## src/rtl/multicycle_ctrl_if.sv

```systemverilog
// Memory-port bundle between the multi-cycle controller and the shared memory.
//
// Handshake: the controller raises mem_req (with exactly one of MemRead or
// MemWrite) and holds it, unchanged, until the memory answers. mem_ready is
// looked at only while mem_req=1. A cycle with mem_req=1 and mem_ready=1
// completes the access. The controller may drop mem_req without completion
// only when it is reset or when it abandons the access after a wait timeout.
interface multicycle_ctrl_if;
  logic mem_req;
  logic mem_ready;
  logic MemRead;
  logic MemWrite;

  modport master (
    output mem_req,
    output MemRead,
    output MemWrite,
    input  mem_ready
  );

  modport slave (
    input  mem_req,
    input  MemRead,
    input  MemWrite,
    output mem_ready
  );
endinterface

```

## src/rtl/multicycle_ctrl.sv

```systemverilog
// Multi-cycle MIPS control FSM: sequences IF/ID/EX/MEM/WB over a shared ALU
// and a single variable-latency memory port. It drives every datapath enable
// and mux select, and exposes the current state for debug.
module multicycle_ctrl #(
  parameter int MEM_TIMEOUT = 16
) (
  input  logic       clk,
  input  logic       rstn,
  multicycle_ctrl_if.master mem,
  input  logic [5:0] opcode,
  input  logic [5:0] func,
  input  logic       zero,
  output logic       IRWrite,
  output logic       PCWrite,
  output logic       RegWrite,
  output logic [1:0] RegDst,
  output logic       ALUSrcA,
  output logic [1:0] ALUSrcB,
  output logic [4:0] ALUCtrl,
  output logic [1:0] DatatoReg,
  output logic [1:0] PC_sel,
  output logic       ExtOp,
  output logic       instr_done,
  output logic       illegal_instr,
  output logic       mem_timeout,
  output logic [3:0] state
);

  // State encodings
  localparam logic [3:0] S_IDLE   = 4'd0;
  localparam logic [3:0] S_FETCH  = 4'd1;
  localparam logic [3:0] S_DECODE = 4'd2;
  localparam logic [3:0] S_EXEC   = 4'd3;
  localparam logic [3:0] S_ALUWB  = 4'd4;
  localparam logic [3:0] S_ADDR   = 4'd5;
  localparam logic [3:0] S_MEMRD  = 4'd6;
  localparam logic [3:0] S_MEMWB  = 4'd7;
  localparam logic [3:0] S_MEMWR  = 4'd8;
  localparam logic [3:0] S_BRANCH = 4'd9;
  localparam logic [3:0] S_JUMP   = 4'd10;
  localparam logic [3:0] S_TRAP   = 4'd11;

  // Shared ALU operation codes
  localparam logic [4:0] ALUOP_AND = 5'd0;
  localparam logic [4:0] ALUOP_OR  = 5'd1;
  localparam logic [4:0] ALUOP_ADD = 5'd2;
  localparam logic [4:0] ALUOP_SUB = 5'd6;
  localparam logic [4:0] ALUOP_SLT = 5'd7;
  localparam logic [4:0] ALUOP_SLL = 5'd8;
  localparam logic [4:0] ALUOP_SRL = 5'd9;
  localparam logic [4:0] ALUOP_SRA = 5'd10;
  localparam logic [4:0] ALUOP_LUI = 5'd11;

  // Opcodes
  localparam logic [5:0] OP_RTYPE = 6'h00;
  localparam logic [5:0] OP_J     = 6'h02;
  localparam logic [5:0] OP_JAL   = 6'h03;
  localparam logic [5:0] OP_BEQ   = 6'h04;
  localparam logic [5:0] OP_BNE   = 6'h05;
  localparam logic [5:0] OP_ADDI  = 6'h08;
  localparam logic [5:0] OP_SLTI  = 6'h0A;
  localparam logic [5:0] OP_ORI   = 6'h0D;
  localparam logic [5:0] OP_LUI   = 6'h0F;
  localparam logic [5:0] OP_LB    = 6'h20;
  localparam logic [5:0] OP_LW    = 6'h23;
  localparam logic [5:0] OP_SB    = 6'h28;
  localparam logic [5:0] OP_SW    = 6'h2B;

  // R-type function codes
  localparam logic [5:0] FN_SLL  = 6'h00;
  localparam logic [5:0] FN_SRL  = 6'h02;
  localparam logic [5:0] FN_SRA  = 6'h03;
  localparam logic [5:0] FN_JR   = 6'h08;
  localparam logic [5:0] FN_ADD  = 6'h20;
  localparam logic [5:0] FN_ADDU = 6'h21;
  localparam logic [5:0] FN_SUB  = 6'h22;
  localparam logic [5:0] FN_SUBU = 6'h23;
  localparam logic [5:0] FN_AND  = 6'h24;
  localparam logic [5:0] FN_OR   = 6'h25;
  localparam logic [5:0] FN_SLT  = 6'h2A;

  // The counter only has to reach MEM_TIMEOUT-1: the wait that would make it
  // MEM_TIMEOUT is the one that trips the trap.
  localparam int CW       = (MEM_TIMEOUT < 2) ? 1 : $clog2(MEM_TIMEOUT);
  localparam int LIMIT_M1 = (MEM_TIMEOUT > 0) ? MEM_TIMEOUT - 1 : 0;
  localparam logic [CW-1:0] WAIT_LAST = LIMIT_M1[CW-1:0];

  logic [3:0]    state_q, state_d;
  logic          illegal_instr_q, illegal_instr_d;
  logic          mem_timeout_q, mem_timeout_d;
  logic [CW-1:0] wait_cnt_q, wait_cnt_d;

  logic       mem_req_c, mem_read_c, mem_write_c;
  logic       is_r_alu, is_i_alu, is_load, is_store;
  logic       is_beq, is_bne, is_j, is_jal, is_jr;
  logic [4:0] alu_op;
  logic       ext_op;
  logic       wait_expired;

  // Instruction decode from the held IR fields
  always_comb begin
    is_r_alu = 1'b0;
    is_i_alu = 1'b0;
    is_load  = 1'b0;
    is_store = 1'b0;
    is_beq   = 1'b0;
    is_bne   = 1'b0;
    is_j     = 1'b0;
    is_jal   = 1'b0;
    is_jr    = 1'b0;
    alu_op   = ALUOP_ADD;
    ext_op   = 1'b0;
    case (opcode)
      OP_RTYPE: begin
        case (func)
          FN_ADD, FN_ADDU: begin is_r_alu = 1'b1; alu_op = ALUOP_ADD; end
          FN_SUB, FN_SUBU: begin is_r_alu = 1'b1; alu_op = ALUOP_SUB; end
          FN_AND:          begin is_r_alu = 1'b1; alu_op = ALUOP_AND; end
          FN_OR:           begin is_r_alu = 1'b1; alu_op = ALUOP_OR;  end
          FN_SLT:          begin is_r_alu = 1'b1; alu_op = ALUOP_SLT; end
          FN_SLL:          begin is_r_alu = 1'b1; alu_op = ALUOP_SLL; end
          FN_SRL:          begin is_r_alu = 1'b1; alu_op = ALUOP_SRL; end
          FN_SRA:          begin is_r_alu = 1'b1; alu_op = ALUOP_SRA; end
          FN_JR:           is_jr = 1'b1;
          default:         ;
        endcase
      end
      OP_ADDI: begin is_i_alu = 1'b1; alu_op = ALUOP_ADD; ext_op = 1'b1; end
      OP_SLTI: begin is_i_alu = 1'b1; alu_op = ALUOP_SLT; ext_op = 1'b1; end
      OP_ORI:  begin is_i_alu = 1'b1; alu_op = ALUOP_OR;  ext_op = 1'b0; end
      OP_LUI:  begin is_i_alu = 1'b1; alu_op = ALUOP_LUI; ext_op = 1'b1; end
      OP_LB, OP_LW: is_load  = 1'b1;
      OP_SB, OP_SW: is_store = 1'b1;
      OP_BEQ:  is_beq = 1'b1;
      OP_BNE:  is_bne = 1'b1;
      OP_J:    is_j   = 1'b1;
      OP_JAL:  is_jal = 1'b1;
      default: ;
    endcase
  end

  assign wait_expired = (MEM_TIMEOUT != 0) && (wait_cnt_q == WAIT_LAST);

  // Next state and per-state control outputs; mem_ready completion wins over the timeout
  always_comb begin
    state_d         = state_q;
    illegal_instr_d = illegal_instr_q;
    mem_timeout_d   = mem_timeout_q;
    mem_req_c       = 1'b0;
    mem_read_c      = 1'b0;
    mem_write_c     = 1'b0;
    IRWrite         = 1'b0;
    PCWrite         = 1'b0;
    RegWrite        = 1'b0;
    RegDst          = 2'b00;
    ALUSrcA         = 1'b0;
    ALUSrcB         = 2'b00;
    ALUCtrl         = ALUOP_AND;
    DatatoReg       = 2'b00;
    PC_sel          = 2'b00;
    ExtOp           = 1'b0;
    instr_done      = 1'b0;
    case (state_q)
      S_IDLE: state_d = S_FETCH;
      S_FETCH: begin
        mem_req_c  = 1'b1;
        mem_read_c = 1'b1;
        ALUSrcB    = 2'b01;
        ALUCtrl    = ALUOP_ADD;
        if (mem.mem_ready) begin
          IRWrite = 1'b1;
          PCWrite = 1'b1;
          state_d = S_DECODE;
        end else if (wait_expired) begin
          mem_timeout_d = 1'b1;
          state_d       = S_TRAP;
        end
      end
      S_DECODE: begin
        ALUSrcB = 2'b11;
        ALUCtrl = ALUOP_ADD;
        if (is_r_alu || is_i_alu)     state_d = S_EXEC;
        else if (is_load || is_store) state_d = S_ADDR;
        else if (is_beq || is_bne)    state_d = S_BRANCH;
        else if (is_j || is_jal || is_jr) state_d = S_JUMP;
        else begin
          illegal_instr_d = 1'b1;
          state_d         = S_TRAP;
        end
      end
      S_EXEC: begin
        ALUSrcA = 1'b1;
        ALUCtrl = alu_op;
        if (is_i_alu) begin
          ALUSrcB = 2'b10;
          ExtOp   = ext_op;
        end
        state_d = S_ALUWB;
      end
      S_ALUWB: begin
        RegWrite   = 1'b1;
        RegDst     = is_i_alu ? 2'b00 : 2'b01;
        instr_done = 1'b1;
        state_d    = S_FETCH;
      end
      S_ADDR: begin
        ALUSrcA = 1'b1;
        ALUSrcB = 2'b10;
        ExtOp   = 1'b1;
        ALUCtrl = ALUOP_ADD;
        state_d = is_load ? S_MEMRD : S_MEMWR;
      end
      S_MEMRD: begin
        mem_req_c  = 1'b1;
        mem_read_c = 1'b1;
        if (mem.mem_ready) begin
          state_d = S_MEMWB;
        end else if (wait_expired) begin
          mem_timeout_d = 1'b1;
          state_d       = S_TRAP;
        end
      end
      S_MEMWB: begin
        RegWrite   = 1'b1;
        DatatoReg  = 2'b01;
        instr_done = 1'b1;
        state_d    = S_FETCH;
      end
      S_MEMWR: begin
        mem_req_c   = 1'b1;
        mem_write_c = 1'b1;
        if (mem.mem_ready) begin
          instr_done = 1'b1;
          state_d    = S_FETCH;
        end else if (wait_expired) begin
          mem_timeout_d = 1'b1;
          state_d       = S_TRAP;
        end
      end
      S_BRANCH: begin
        ALUSrcA    = 1'b1;
        ALUCtrl    = ALUOP_SUB;
        PC_sel     = 2'b01;
        PCWrite    = is_beq ? zero : ~zero;
        instr_done = 1'b1;
        state_d    = S_FETCH;
      end
      S_JUMP: begin
        PCWrite = 1'b1;
        PC_sel  = is_jr ? 2'b11 : 2'b10;
        if (is_jal) begin
          RegWrite  = 1'b1;
          RegDst    = 2'b10;
          DatatoReg = 2'b10;
        end
        instr_done = 1'b1;
        state_d    = S_FETCH;
      end
      S_TRAP: state_d = S_TRAP;
      default: state_d = S_IDLE;
    endcase
  end

  // Wait counter: restarts on every state change, counts unanswered request cycles
  always_comb begin
    wait_cnt_d = wait_cnt_q;
    if (state_d != state_q) begin
      wait_cnt_d = '0;
    end else if (mem_req_c && !mem.mem_ready) begin
      wait_cnt_d = wait_cnt_q + {{(CW-1){1'b0}}, 1'b1};
    end
  end

  // State, sticky flags and wait counter registers
  always_ff @(posedge clk or negedge rstn) begin
    if (!rstn) begin
      state_q         <= S_IDLE;
      illegal_instr_q <= 1'b0;
      mem_timeout_q   <= 1'b0;
      wait_cnt_q      <= '0;
    end else begin
      state_q         <= state_d;
      illegal_instr_q <= illegal_instr_d;
      mem_timeout_q   <= mem_timeout_d;
      wait_cnt_q      <= wait_cnt_d;
    end
  end

  assign mem.mem_req    = mem_req_c;
  assign mem.MemRead    = mem_read_c;
  assign mem.MemWrite   = mem_write_c;
  assign illegal_instr  = illegal_instr_q;
  assign mem_timeout    = mem_timeout_q;
  assign state          = state_q;

endmodule

```

## src/flat_wrapper.sv

```systemverilog
// flat-port wrapper written by rule: the top's interface ports become plain ports
module multicycle_ctrl_flat 
#(
  parameter int MEM_TIMEOUT = 16
)
  (clk, rstn, opcode, func, zero, IRWrite, PCWrite, RegWrite, RegDst, ALUSrcA, ALUSrcB, ALUCtrl, DatatoReg, PC_sel, ExtOp, instr_done, illegal_instr, mem_timeout, state, mem_mem_req, mem_MemRead, mem_MemWrite, mem_mem_ready);
  multicycle_ctrl_if mem_i ();
  input  logic clk;
  input  logic rstn;
  input  logic [5:0] opcode;
  input  logic [5:0] func;
  input  logic zero;
  output logic IRWrite;
  output logic PCWrite;
  output logic RegWrite;
  output logic [1:0] RegDst;
  output logic ALUSrcA;
  output logic [1:0] ALUSrcB;
  output logic [4:0] ALUCtrl;
  output logic [1:0] DatatoReg;
  output logic [1:0] PC_sel;
  output logic ExtOp;
  output logic instr_done;
  output logic illegal_instr;
  output logic mem_timeout;
  output logic [3:0] state;
  output wire logic [$bits(mem_i.mem_req)-1:0] mem_mem_req;
  output wire logic [$bits(mem_i.MemRead)-1:0] mem_MemRead;
  output wire logic [$bits(mem_i.MemWrite)-1:0] mem_MemWrite;
  input wire logic [$bits(mem_i.mem_ready)-1:0] mem_mem_ready;
  assign mem_mem_req = mem_i.mem_req;
  assign mem_MemRead = mem_i.MemRead;
  assign mem_MemWrite = mem_i.MemWrite;
  assign mem_i.mem_ready = mem_mem_ready;
  multicycle_ctrl #(.MEM_TIMEOUT(MEM_TIMEOUT)) u_core (.clk(clk), .rstn(rstn), .mem(mem_i), .opcode(opcode), .func(func), .zero(zero), .IRWrite(IRWrite), .PCWrite(PCWrite), .RegWrite(RegWrite), .RegDst(RegDst), .ALUSrcA(ALUSrcA), .ALUSrcB(ALUSrcB), .ALUCtrl(ALUCtrl), .DatatoReg(DatatoReg), .PC_sel(PC_sel), .ExtOp(ExtOp), .instr_done(instr_done), .illegal_instr(illegal_instr), .mem_timeout(mem_timeout), .state(state));
endmodule
```

## config.mk

```make
export PLATFORM = sky130hd
export DESIGN_NAME = multicycle_ctrl_flat
export DESIGN_NICKNAME = d
export VERILOG_FILES = /design/src/rtl/multicycle_ctrl_if.sv /design/src/rtl/multicycle_ctrl.sv /design/src/flat_wrapper.sv
export SDC_FILE = /design/constraint.sdc
export NUM_CORES = 1
export LEC_CHECK = 0
export CORE_MARGIN = 3
export CORE_UTILIZATION = 43
export CTS_BUF_LIST = sky130_fd_sc_hd__clkbuf_4
export CTS_CLUSTER_DIAMETER = 200
export CTS_CLUSTER_SIZE = 24
export DETAILED_ROUTE_END_ITERATION = 7
export PLACE_DENSITY = 0.78
export SKIP_LAST_GASP = 1
export SLEW_MARGIN = 20
export SYNTH_ARGS = -nofsm -noshare
export SYNTH_HDL_FRONTEND = slang
export SYNTH_SLANG_ARGS = --single-unit
```

## constraint.sdc

```tcl
create_clock -name clk -period 2.7 [get_ports clk]
set_clock_uncertainty 0.2 [all_clocks]
set_input_delay 0.405 -clock clk [delete_from_list [all_inputs] [get_ports clk]]
set_output_delay 0.405 -clock clk [all_outputs]
set_load 0.01 [all_outputs]
```

---- Word-level counts from Yosys, hierarchy flattened ----
Cells that the tools add are included.
operators by class
  $add $sub $neg .......................... 1
  eq/ne operators ......................... 35
  multiplexer cells ....................... 48
  bitwise operators ....................... 6
  reduce and logical (&&, ||, !) cells .... 26
operators by type and width
  kind                                           number
  == test 6 bit, second input constant           11
  two-way mux 4 bit                              10
  one-hot mux 4 bit (8 select lines)             1
  == test 6 x 4 -> 1 bit, second input constant  5
  one-hot mux 4 bit (7 select lines)             1
  == test 6 x 2 -> 1 bit, second input constant  4
  two-way mux 1 bit                              24
  == test 4 bit, second input constant           5
  one-hot mux 5 bit (4 select lines)             1
  == test 4 x 3 -> 1 bit, second input constant  4
  one-hot mux 5 bit (3 select lines)             1
  == test 6 x 3 -> 1 bit, second input constant  2
  zero test 6 bit                                2
  one-hot mux 2 bit (2 select lines)             3
  OR reduction 3 bit                             4
  OR reduction 10 bit                            1
  OR reduction 2 bit                             5
  == test 4 x 2 -> 1 bit, second input constant  2
  one-hot mux 2 bit (4 select lines)             1
  OR reduction 4 bit                             2
  NOT 1 bit                                      6
  one-hot mux 1 bit (2 select lines)             3
  logical OR 1 bit                               5
  AND reduction 5 bit                            1
  other kinds (11)                               12
word-level totals
  register bits after elaboration ......... 10
  input port bits ......................... 16
  output and inout bits ................... 28
  logic and storage cells ................. 120

---- Longest topological paths before layout ----
  word-level depth ........................ 11
  gate-level depth with buffers ........... 7
  mapped depth without buffers ............ 6

---- Worst setup path after synthesis ----
OpenSTA, ideal clock, no wires.
  path kind ............................... input-to-output
  start point ............................. input port opcode[2]
  end point ............................... output port ALUCtrl[0]
  data arrival time ....................... 2.143 ns
  data required time ...................... 2.095 ns
  setup slack ............................. -0.048 ns
  stages .................................. 6
  path buffers ............................ 1
  cells stage by stage .................... or4_1 buf_2 or4_4 a221oi_2 o21ai_0 a21oi_1
on the way
  longest elaborated chain between the ends .. 3
  elaborated cells on any way between the ends .. 6
  classes of those cells .................. 3 x eq/ne; 2 x mux; 1 x reduce/logical
ends and longest elaborated chain
  what                                                       line                    RTL
  start, declared                                            flat_wrapper.sv:10      input logic [5:0] opcode;
  == test 6 x 4 -> 1 bit or zero test 6 bit (tied branches)  multicycle_ctrl.sv:113  case (opcode)
  one-hot mux 5 bit (4 select lines) (*)                     multicycle_ctrl.sv:113
  one-hot mux 5 bit (3 select lines) (*)                     multicycle_ctrl.sv:163  case (state_q)
  end, declared                                              flat_wrapper.sv:19      output logic [4:0] ALUCtrl;
Every way passes the cells marked *; elsewhere a longest branch is shown, timed or not.

---- Worst setup path after layout ----
  start point ............................. input port opcode[2]
  end point ............................... output port ALUCtrl[1]
Same word-level chain as after synthesis.

==> impl_results.md <==
- CTS clk-pin slew, worst paths: 70 ps
- CP max FO: 3
- Filler cell count: 210
- Core area: 0.00288 mm^2
- Overall routed net length: 5580 um
- Syn nets: 205
- Power Dens Cells: 749 mW/mm^2
- Post-synth top area share: 18.4%
- Die X: 62.3 um
- Biggest area consumer among synthesized cells: dfrtp_1
- Top FF cell, synth: dfrtp_1
- Status: complete, but fails checks
- Initial antenna violation count: 0
- Critical path arrival: 2100 ps
- RSZ-0062 raised after global routing: yes
- Startpoint types: primary input
- CTS tree: yes
- Yosys warns: 0
- RD Place Congestion: 0.894
- Core Util, Final: 77.2%
- Setup Crit Path Kind: primary input to output port
- Synth top area cells: dfrtp_1 (18%), a21oi_1 (4.8%), nand2_1 (4.7%)
- Layout cell share with drive strength beyond 1: 32.5%
- Final WS setup: -5.56 ps
- Largest net degree at the start of global routing: 18
- Post-route cell area: 0.00222 mm^2
- Final worst path period need: 2710 ps
- Failing checks: setup timing
- Reg area: 255 um^2
- N_diodes: 0
- Final hold vios: 0
- Placed Instances: 293
- Setup WS pre-CTS: -821 ps
- Post-Synthesis Cells: 188
- Final HPWL DP: 3990 um
- Crit share post-route: 100%
- Avg Synthesized Cell Area: 7.25 um^2
- Initial Util: 47.4%
- Unique masters post-synth: 54
- Max cap viols: 0
- Max VDD drop: 0.558 mV
- Number of synthesized flops with an enable pin: 0
- First-pass DRT Iterations: 7
- Wire length per cell: 18.2 um
- Seq/Total Area, Yosys: 18.4%
- 1st-iter DRT viols: 233
- Die ar.: 0.00388 mm^2
- Synthesis-stage register bit count: 10
- Clock latency at the later pin of the worst-skew pair: 270 ps
- Setup Viol. Count Final: 1
- Layout Nets: 283
- Layout area overhead: 62.9%
- Clk buf depth: 2
- Leak: 0.000975 uW
- First-pass GRT wire length: 8620 um
- Finished Layout Cells: 307
- Root buf cell: clkbuf_4
- IO Port Bufs: 42
- Synthesized cell area: 0.00136 mm^2
- Row count: 19
- F_max: 370 MHz
- Slew at the pin with the worst max-slew slack: 485 ps
- Remaining global-route overflow: 0
- Die Span Y: 62.3 um
- Crit. End Element: output port
- WP data required: 2100 ps
- Post-DP Area: 0.00206 mm^2
- Htree depth: 1
- CTS Buf Count: 3
- Vias per cell: 6.19
- CTS Sinks: 10
- Vias: 1899
- Max-slew headroom: 66.8%
- Multi-input gate area: 0.00111 mm^2
- Fin. max-slew vios: 0
- Asr flop ratio synth: 100%
- Detailed-route DRC error count: 0
- Global Route Usage Sum: 26.4%
- Remaining antenna violation count after routing: 0
- I/O Pins: 44
- Worst Hold Class: primary input to asynchronous set/reset pin
- Vias in the first global route: 1846
- Hold buffer count at CTS: 0
## sequential cells by signal (all words and copies together), names as in the netlist
signal,cells
u_core.illegal_instr,1
u_core.mem_timeout,1
u_core.state,4
u_core.wait_cnt_q,4
## Yosys cell counts (2+ instances only)
master / n
nor2b_1: 7
a211oi_1: 2
xor2_1: 3
a21oi_1: 13
inv_1: 6
nor2_1: 13
nand4_1: 3
o31ai_1: 3
a31oi_1: 4
nor3_1: 3
xnor2_1: 3
nand2b_1: 5
nor4b_1: 3
clkbuf_1: 13
nand2_1: 17
or3_1: 4
o21ai_0: 10
or4bb_1: 2
or4b_2: 2
nand3_1: 6
a21o_1: 5
nor4_1: 7
a41o_1: 2
dfrtp_1: 10
or3b_2: 2
and2_1: 3
nand4b_1: 3
o211ai_1: 2
nor3b_1: 7
## worst paths after layout
path	depth (start not counted)	to	from	slack, ps
min in group clk	1	u_core.illegal_instr	u_core.illegal_instr	260
hold reg to reg	1	u_core.illegal_instr	u_core.illegal_instr	260
max in group asynchronous	1	u_core.state[3]	rstn	1710
setup / recovery	7	ALUCtrl[1]	opcode[2]	-6
hold / removal	1	u_core.wait_cnt_q[3]	rstn	250
setup reg to reg	6	u_core.wait_cnt_q[2]	u_core.state[1]	330
## per-layer routing
layer  global-route usage [%]  wire, um  vias up
met5                        0         0        -
met2                     46.0      2690      110
met4                     7.16       213        0
li1                         -         -      864
met3                     5.05       423       28
met1                     33.3      2250      897
## cell type report
cell class / instances / area share [%]
multi-input cells: 156 / 50.0
repair buffers: 89 / 33.9
flip-flops and latches: 10 / 11.5
well taps: 42 / 2.37
clock buffers: 3 / 1.01
inverters: 6 / 1.01
clock inverters: 1 / 0.169
## worst max-delay path, cell delays in order
cell,delay [ps]
buf_6,90
or4_4,530
or4_4,470
o311ai_2,220
o21ai_1,100
a21o_1,160
buf_2,130
## per-stage QoR
stage	hold WS [ps]	total power [uW]	TNS (ps)
6_report	248	1660	-5.56
5_1_grt	258	1750	-119
4_1_cts	257	1560	-183
3_5_place_dp	247	1410	-8500
3_3_place_gp	246	1380	-7750
2_1_floorplan	-90.6	869	0
## kinds of logic (layout without fill, tap and decap cells)
logic type      count (synthesis)  after routing  share of synthesized area, %
compound gates                 55             55                          29.2
other cells                     1              1                         0.275
fa+ha+maj                       1              1                         0.918
flops                          10             10                          18.4
simple gates                   91             91                          39.4
mux                             2              2                          1.56
buf+inv                        22             99                          6.43
xor+xnor                        6              6                          3.86
## where the power goes
| part | switching [uW] | internal (uW) |
|---|---|---|
| Sequential | 63.4 | 189 |
| Clock | 54.4 | 53.5 |
| Combinational | 674 | 628 |
## layout by cell type (no fill, tap or decap), types with 3 or more instances in the layout
cell type | synthesis | final
dfrtp_2 | 0 | 4
or3_1 | 4 | 4
a31oi_1 | 4 | 4
buf_6 | 0 | 4
nor4_1 | 7 | 6
xor2_1 | 3 | 3
nor2b_1 | 7 | 6
o21ai_0 | 10 | 8
dlygate4sd2_1 | 0 | 5
clkbuf_4 | 0 | 3
nor3b_1 | 7 | 4
nand4b_1 | 3 | 3
dlymetal6s2s_1 | 0 | 3
nor3_1 | 3 | 3
nor2_1 | 13 | 12
nand4_1 | 3 | 3
dfrtp_1 | 10 | 6
nand3_1 | 6 | 6
inv_1 | 6 | 6
buf_4 | 1 | 44
buf_2 | 1 | 6
nand2_1 | 17 | 16
clkdlybuf4s50_1 | 0 | 24
o31ai_1 | 3 | 3
xnor2_1 | 3 | 3
a21oi_1 | 13 | 12
and2_1 | 3 | 3
nand2b_1 | 5 | 5
a21o_1 | 5 | 5
## timing repair
action                                 in CTS  in global routing
pin swaps                                   7                  6
endpoints found under the hold margin       0                  0
gates cloned                                0                  0
setup endpoints to repair                  20                 18
resized for setup                          51                 18
setup buffers                               6                  4
No activity file was read; power rests on OpenSTA's default activity.
